[src/rtl/bus_arbiter2.sv]
// Two-master, one-slave round-robin arbiter for the valid/ready bus.
// Ports: clk, resetn; m1*/m2* master ports; s* slave port; timeout pulse.
//   mXvalid/mXaddr/mXwdata/mXwstrb in, mXready/mXrdata out (X = 1, 2)
//   svalid/saddr/swdata/swstrb out, sready/srdata in
//   timeout out: registered one-cycle pulse after a forced completion
module bus_arbiter2 #(
    parameter logic [15:0] TIMEOUT_CYCLES = 16'd1024,
    parameter logic [31:0] ERR_RDATA      = 32'hDEAD_BEEF
) (
    input  logic        clk,
    input  logic        resetn,
    input  logic        m1valid,
    output logic        m1ready,
    input  logic [31:0] m1addr,
    output logic [31:0] m1rdata,
    input  logic [31:0] m1wdata,
    input  logic [3:0]  m1wstrb,
    input  logic        m2valid,
    output logic        m2ready,
    input  logic [31:0] m2addr,
    output logic [31:0] m2rdata,
    input  logic [31:0] m2wdata,
    input  logic [3:0]  m2wstrb,
    output logic        svalid,
    input  logic        sready,
    output logic [31:0] saddr,
    input  logic [31:0] srdata,
    output logic [31:0] swdata,
    output logic [3:0]  swstrb,
    output logic        timeout
);

    typedef enum logic {
        IDLE,
        BUSY
    } state_e;

    typedef enum logic {
        M1,
        M2
    } mst_e;

    state_e      state_q, state_d;
    mst_e        grant_q, grant_d;
    mst_e        last_q, last_d;
    logic [15:0] cnt_q, cnt_d;
    logic        timeout_q, timeout_d;

    logic        g_valid;
    logic [31:0] g_addr;
    logic [31:0] g_wdata;
    logic [3:0]  g_wstrb;
    logic        g_ready;
    logic [31:0] g_rdata;
    logic        to_hit;

    // Granted master's request, muxed once for the forwarding path.
    always_comb begin
        g_valid = m1valid;
        g_addr  = m1addr;
        g_wdata = m1wdata;
        g_wstrb = m1wstrb;
        if (grant_q == M2) begin
            g_valid = m2valid;
            g_addr  = m2addr;
            g_wdata = m2wdata;
            g_wstrb = m2wstrb;
        end
    end

    // sready beats the timeout when both land in the same cycle.
    assign to_hit = (TIMEOUT_CYCLES != 16'd0)
                 && (cnt_q == TIMEOUT_CYCLES)
                 && !sready;

    always_comb begin
        state_d   = state_q;
        grant_d   = grant_q;
        last_d    = last_q;
        cnt_d     = cnt_q;
        timeout_d = 1'b0;
        svalid    = 1'b0;
        saddr     = 32'd0;
        swdata    = 32'd0;
        swstrb    = 4'd0;
        g_ready   = 1'b0;
        g_rdata   = 32'd0;
        unique case (state_q)
            IDLE: begin
                cnt_d = 16'd0;
                if (m1valid && m2valid) begin
                    grant_d = (last_q == M1) ? M2 : M1;
                    state_d = BUSY;
                end else if (m1valid) begin
                    grant_d = M1;
                    state_d = BUSY;
                end else if (m2valid) begin
                    grant_d = M2;
                    state_d = BUSY;
                end
            end
            BUSY: begin
                svalid = g_valid && !to_hit;
                saddr  = g_addr;
                swdata = g_wdata;
                swstrb = g_wstrb;
                if (!g_valid) begin
                    // Master abandoned its request: close quietly.
                    state_d = IDLE;
                    last_d  = grant_q;
                    cnt_d   = 16'd0;
                end else if (sready) begin
                    g_ready = 1'b1;
                    g_rdata = srdata;
                    state_d = IDLE;
                    last_d  = grant_q;
                    cnt_d   = 16'd0;
                end else if (to_hit) begin
                    g_ready   = 1'b1;
                    g_rdata   = ERR_RDATA;
                    timeout_d = 1'b1;
                    state_d   = IDLE;
                    last_d    = grant_q;
                    cnt_d     = 16'd0;
                end else begin
                    cnt_d = cnt_q + 16'd1;
                end
            end
        endcase
    end

    assign m1ready = g_ready && (grant_q == M1);
    assign m2ready = g_ready && (grant_q == M2);
    assign m1rdata = (grant_q == M1) ? g_rdata : 32'd0;
    assign m2rdata = (grant_q == M2) ? g_rdata : 32'd0;
    assign timeout = timeout_q;

    always_ff @(posedge clk) begin
        if (!resetn) begin
            state_q   <= IDLE;
            grant_q   <= M1;
            last_q    <= M2;
            cnt_q     <= 16'd0;
            timeout_q <= 1'b0;
        end else begin
            state_q   <= state_d;
            grant_q   <= grant_d;
            last_q    <= last_d;
            cnt_q     <= cnt_d;
            timeout_q <= timeout_d;
        end
    end

endmodule

[config.mk]
export PLATFORM = sky130hd
export DESIGN_NAME = bus_arbiter2
export DESIGN_NICKNAME = d
export VERILOG_FILES = /design/src/rtl/bus_arbiter2.sv
export SDC_FILE = /design/constraint.sdc
export NUM_CORES = 1
export LEC_CHECK = 0
export CORE_AREA = 2 2 120 122
export DETAILED_ROUTE_END_ITERATION = 10
export DIE_AREA = 0 0 122 124
export GPL_ROUTABILITY_DRIVEN = 0
export GPL_TIMING_DRIVEN = 1
export SLEW_MARGIN = 20
export SYNTH_ARGS = -nofsm -noshare
export SYNTH_HDL_FRONTEND = slang
export SYNTH_SLANG_ARGS = --single-unit
[constraint.sdc]
create_clock -name clk -period 2.55 [get_ports clk]
set_input_delay 0.51 -clock clk [delete_from_list [all_inputs] [get_ports clk]]
set_output_delay 0.51 -clock clk [all_outputs]
set_load 0.01 [all_outputs]
==> Word level (Yosys, flattened, before mapping) <==
Index checks and enable logic that the tools add are counted.
{ "op_classes": {"bitwise": 4, "reduce_logical": 11, "mux": 36, "eq_ne": 2, "add_sub_neg": 1} }
{ "op_table": {"columns": ["operator", "count"], "rows": [
  ["2-to-1 mux 32 bit", 10],
  ["2-to-1 mux 16 bit", 3],
  ["one-hot mux 16 bit (2 select lines)", 1],
  ["2-to-1 mux 1 bit", 19],
  ["adder 16 x 1 -> 16 bit, second input constant", 1],
  ["== test 16 x 11 -> 1 bit, second input constant", 1],
  ["2-to-1 mux 4 bit", 2],
  ["logical AND 1 bit", 5],
  ["inverter 1 bit", 4],
  ["AND reduction 2 bit", 2],
  ["OR reduction 4 bit", 1],
  ["!= test 3 x 2 -> 1 bit, second input constant", 1],
  ["nonzero test 3 bit", 1],
  ["logical NOT 1 bit", 2],
  ["one-hot mux 1 bit (2 select lines)", 1]
]} }
{ "totals": {"regBits": 20, "in_bits": 173, "elab_cells": 59, "output_inout_bits": 136} }

==> Logic depth before layout (Yosys ltp) <==
{ "depth": {"depth_word": 7, "ltp_mapped": 8, "depth_no_buf": 6} }

==> Worst setup path before layout <==
No wires, ideal clock.
{ "synth_path": {"kind": "register -> output", "start": "register cnt_q[0]", "end": "output m2rdata[18]", "t_arrival_ps": 1725, "path_slack_ps": 315, "path_buffers": 2, "stages_incl_launch_ff": 9, "t_required_ps": 2040, "path_cell_list": "dfxtp_1 > inv_1 > ha_1 > nor4b_4 > a41oi_2 > or3b_1 > buf_6 > buf_12 > nor2_2"} }
{ "synth_between": {"elab_chain_cells": 7} }
{ "synth_lines": {"columns": ["item", "line_no", "source"], "rows": [
  ["start: declaration", "46", "logic [15:0] cnt_q, cnt_d;"],
  ["start signal: assignment", "149", "cnt_q <= cnt_d;"],
  ["== test 16 x 11 -> 1 bit", "73", "&& (cnt_q == TIMEOUT_CYCLES)"],
  ["logical AND 1 bit", "74", "&& !sready;"],
  ["2-to-1 mux 32 bit", "118", "end else if (to_hit) begin"],
  ["2-to-1 mux 32 bit", "112", "end else if (sready) begin"],
  ["2-to-1 mux 32 bit", "107", "if (!g_valid) begin"],
  ["2-to-1 mux 32 bit", "88", "unique case (state_q)"],
  ["2-to-1 mux 32 bit", "135", "assign m2rdata = (grant_q == M2) ? g_rdata : 32'd0;"],
  ["end: declaration", "21", "output logic [31:0] m2rdata,"]
]} }
No other way between the ends.

==> Worst setup path after layout <==
{ "layout_path": {"start": "register cnt_q[0]", "end": "output m2rdata[16]"} }
The elaborated chain is that of the path after synthesis.

==> results.yml <==
setup_path:
  critPathRequiredTime_ps: 2040
  critPathMaxFanout: 6
  worst-endpoint-arrival_ps: 2190
  worst_r2r_startpoint: "cnt_q[0]"
  timing.setup.critical_path_class: "flip-flop to primary output"
  timing.critical_path.to_type: "primary output"
  rr_worst_depth: 9
  critPathLaunch: "cnt_q[0]"
  worstSetupStartpointType: "flip-flop"
finish:
  area_delta_synth_final_pct: 151.8
  leading_cell_type_in_the_layout_fill_and_taps_excluded: "sky130_fd_sc_hd__clkdlybuf4s50_1"
  final_design_area_no_fill_um2: 6492
  fillers: 1324
  layout_common_cells: "240 x sky130_fd_sc_hd__clkdlybuf4s50_1, 91 x sky130_fd_sc_hd__nor2_1, 68 x sky130_fd_sc_hd__mux2i_1"
  layout.nets: 871
  final_layout_size_suffix_gt1_share_pct: 23.74
  antenna_cells_inserted: 0
die:
  top_level_ports: 309
  die-width_um: 122
  floorplan.initialDensity_pct: 18.80
  die_h_um: 124
  core_area_um2: 13720
  fp.dieArea_um2: 15130
  rows: 43
yosys:
  yosys.area_share.xor_xnor_pct: 4.755
  synth_fa_ha_area_share_pct: 0.9704
  ys_seq_area_share_pct: 15.53
  syn-mean-instance-area_um2: 7.124
  fraction_of_registers_with_async_set_reset_pct: 0
  ys_types: 36
  synthSimpleGateAreaFrac_pct: 39.84
  synth_area_leader_cell: "sky130_fd_sc_hd__mux2i_1"
  synth_nets: 537
  synth.ff_latch_count: 20
  yosys-mux-area-fraction_pct: 26.39
  synth_compound_area_share_pct: 3.299
  portion_of_synthesized_cell_area_occupied_by_the_leading_cell_type_pct: 26.39
  synth_flop_cell: "sky130_fd_sc_hd__dfxtp_1"
  synthesized_netlist_cell_count: 362
  synth_warnings: 0
  main_combinational_cell_family_by_area_after_synthesis: "simple AND/OR/NAND/NOR gates"
  synth.area.top_cells: "sky130_fd_sc_hd__mux2i_1 26%, sky130_fd_sc_hd__nor2_1 17%, sky130_fd_sc_hd__dfxtp_1 16%"
  synthesis.area_um2: 2579
  synth_enable_flop_cells: 0
route:
  routed_wire_length_per_instance_um: 15.75
  via_density_per_instance: 4.246
  drc_errors: 0
  drt_first_iter_violations: 93
  drt_pass1_iterations: 4
  dr_total_vias: 3715
  final_antenna_net_count: 0
  routed_wirelength_mm: 13.78
cts:
  htreeDepth: 1
  cts.reportedPaths.clkPinSlew_ps: 50
  cts-root-buf: "sky130_fd_sc_hd__clkbuf_16"
  cts_buffer_depth: 2
  tritoncts.num_buffers: 3
  numClockSinks: 20
  tritoncts_clock_tree: "built"
  count_of_hold_fix_buffers_inserted_at_cts: 0
  clkLatencyLatePin_ps: 250
placed_design:
  portBuffers: 308
  post_dp_hpwl_mm: 10.75
  detailed_place.area_um2: 5972
min_path:
  min_path_cells: 2
  hp-class: "flip-flop to flip-flop"
  hp-start: "last_q"
timing:
  rsz0062_at_grt: "true"
  setup_violations: 20
  worst_clock_skew_ps: 1.730
  finalCritPeriodShare_pct: 106.0
  tightest_slew_ps: 447.7
  postLayoutSetupSlackWorst_ps: -152.8
  max_freq_ghz: 0.3700
  final-hold-violation-count: 0
  maxSlewHeadroom_pct: 70.09
  timing.final.crit_period_ps: 2703
  timing.final.max_slew_violations: 0
  whs_ps: 518.5
power_and_ir_drop:
  peakVddDrop_v: 0.0002080
  power_per_cell_area_nw_per_um2: 237.8
  lkg_pwr_uw: 0.002588
global_route:
  grt.overflow.total: 0
  first_pass_grt_wire_length_mm: 18.63
  groute.usage.overall_pct: 15.67
  antenna_violations_before_repair: 0
  grt_start_max_net_pins: 55
  first_global_vias: 3599
run_status:
  status: "finished, violations left"
  violated_checks: "setup timing"
flow_run:
  maxCapViolCount: 0
power by group:
| group | switching (uW) | internal, uW |
|---|---|---|
| logic | 336 | 535 |
| registers | 6.31 | 317 |
| clock network | 111 | 239 |
| total | 453 | 1090 |
state kept, by name, indices dropped and copies added (netlist names):
name,count
cnt_q,16
grant_q,1
last_q,1
state_q,1
timeout,1
cells by family after synthesis:
kind of cell               after synthesis
AOI/OAI and AO/OA                       11
xor gates and xnor gates                14
adders and majority gates                2
buffers and inverters                   37
DFF                                     20
muxes                                   68
and+or+nand+nor                        210
per-layer routing:
layer | wire length, um | GRT usage, %
met1 | 4811 | 16.14
met2 | 7507 | 31.70
met3 | 1279 | 4.396
met4 | 180 | 2.371
met5 | 0 | 0
through the flow:
stage,std cells,total power [uW],util (%),setup TNS [ps],worst slack [ps]
floorplan,362,634.5,-,0,315.5
global placement,856,1147,43.53,-20910,-360.4
detailed placement,856,1152,43.53,-22590,-397.8
CTS,872,1518,44.39,-4027,-162.4
global route,875,1632,47.32,-5071,-233.0
finish,875,1544,47.32,-1476,-152.8
final timing paths:
path	endpoint	slack (ps)
worst max-delay path	m2rdata[16]	-150
worst min-delay path	last_q	520
worst max register to register	cnt_q[5]	830
worst min register to register	last_q	520
Yosys cell counts (2+ instances only):
cell and instances:
sky130_fd_sc_hd__dfxtp_1 20, sky130_fd_sc_hd__buf_6 3, sky130_fd_sc_hd__a21boi_0 2, sky130_fd_sc_hd__nand2_1 7, sky130_fd_sc_hd__xnor2_1 13, sky130_fd_sc_hd__nand4_1 5
sky130_fd_sc_hd__ha_1 2, sky130_fd_sc_hd__clkbuf_1 16, sky130_fd_sc_hd__buf_12 2, sky130_fd_sc_hd__o21ai_0 3, sky130_fd_sc_hd__inv_2 3, sky130_fd_sc_hd__buf_2 3
sky130_fd_sc_hd__nor2_1 117, sky130_fd_sc_hd__mux2i_1 68, sky130_fd_sc_hd__nor4_1 3, sky130_fd_sc_hd__inv_1 8, sky130_fd_sc_hd__nor2b_1 24, sky130_fd_sc_hd__nor3_1 6
sky130_fd_sc_hd__o211ai_1 2, sky130_fd_sc_hd__and2_1 16, sky130_fd_sc_hd__nor2_2 19, sky130_fd_sc_hd__nand3_1 6
timing repair:
action,in CTS,in global routing
gates cloned,4,3
pin swaps,26,5
setup endpoints to repair,67,58
gates resized for setup,252,80
buffers inserted,8,2
cell type report:
class | count | area [um2] | share of cell area (%)
multi-input combinational | 305 | 2206 | 33.98
timing repair buffer | 355 | 3525 | 54.29
tap | 180 | 225.2 | 3.469
inverter | 11 | 41.29 | 0.6360
sequential | 20 | 406.6 | 6.263
clock buffer | 4 | 88.84 | 1.368
critical path, cell delays in order, from the launching register on:
cell	delay, ps
sky130_fd_sc_hd__dfxtp_2	320
sky130_fd_sc_hd__inv_2	70
sky130_fd_sc_hd__ha_4	130
sky130_fd_sc_hd__nor4b_4	220
sky130_fd_sc_hd__a41oi_2	200
sky130_fd_sc_hd__or3b_4	480
sky130_fd_sc_hd__buf_6	160
sky130_fd_sc_hd__buf_16	140
sky130_fd_sc_hd__nor2_2	90
sky130_fd_sc_hd__buf_2	140
(Power assumes the default switching activity.)
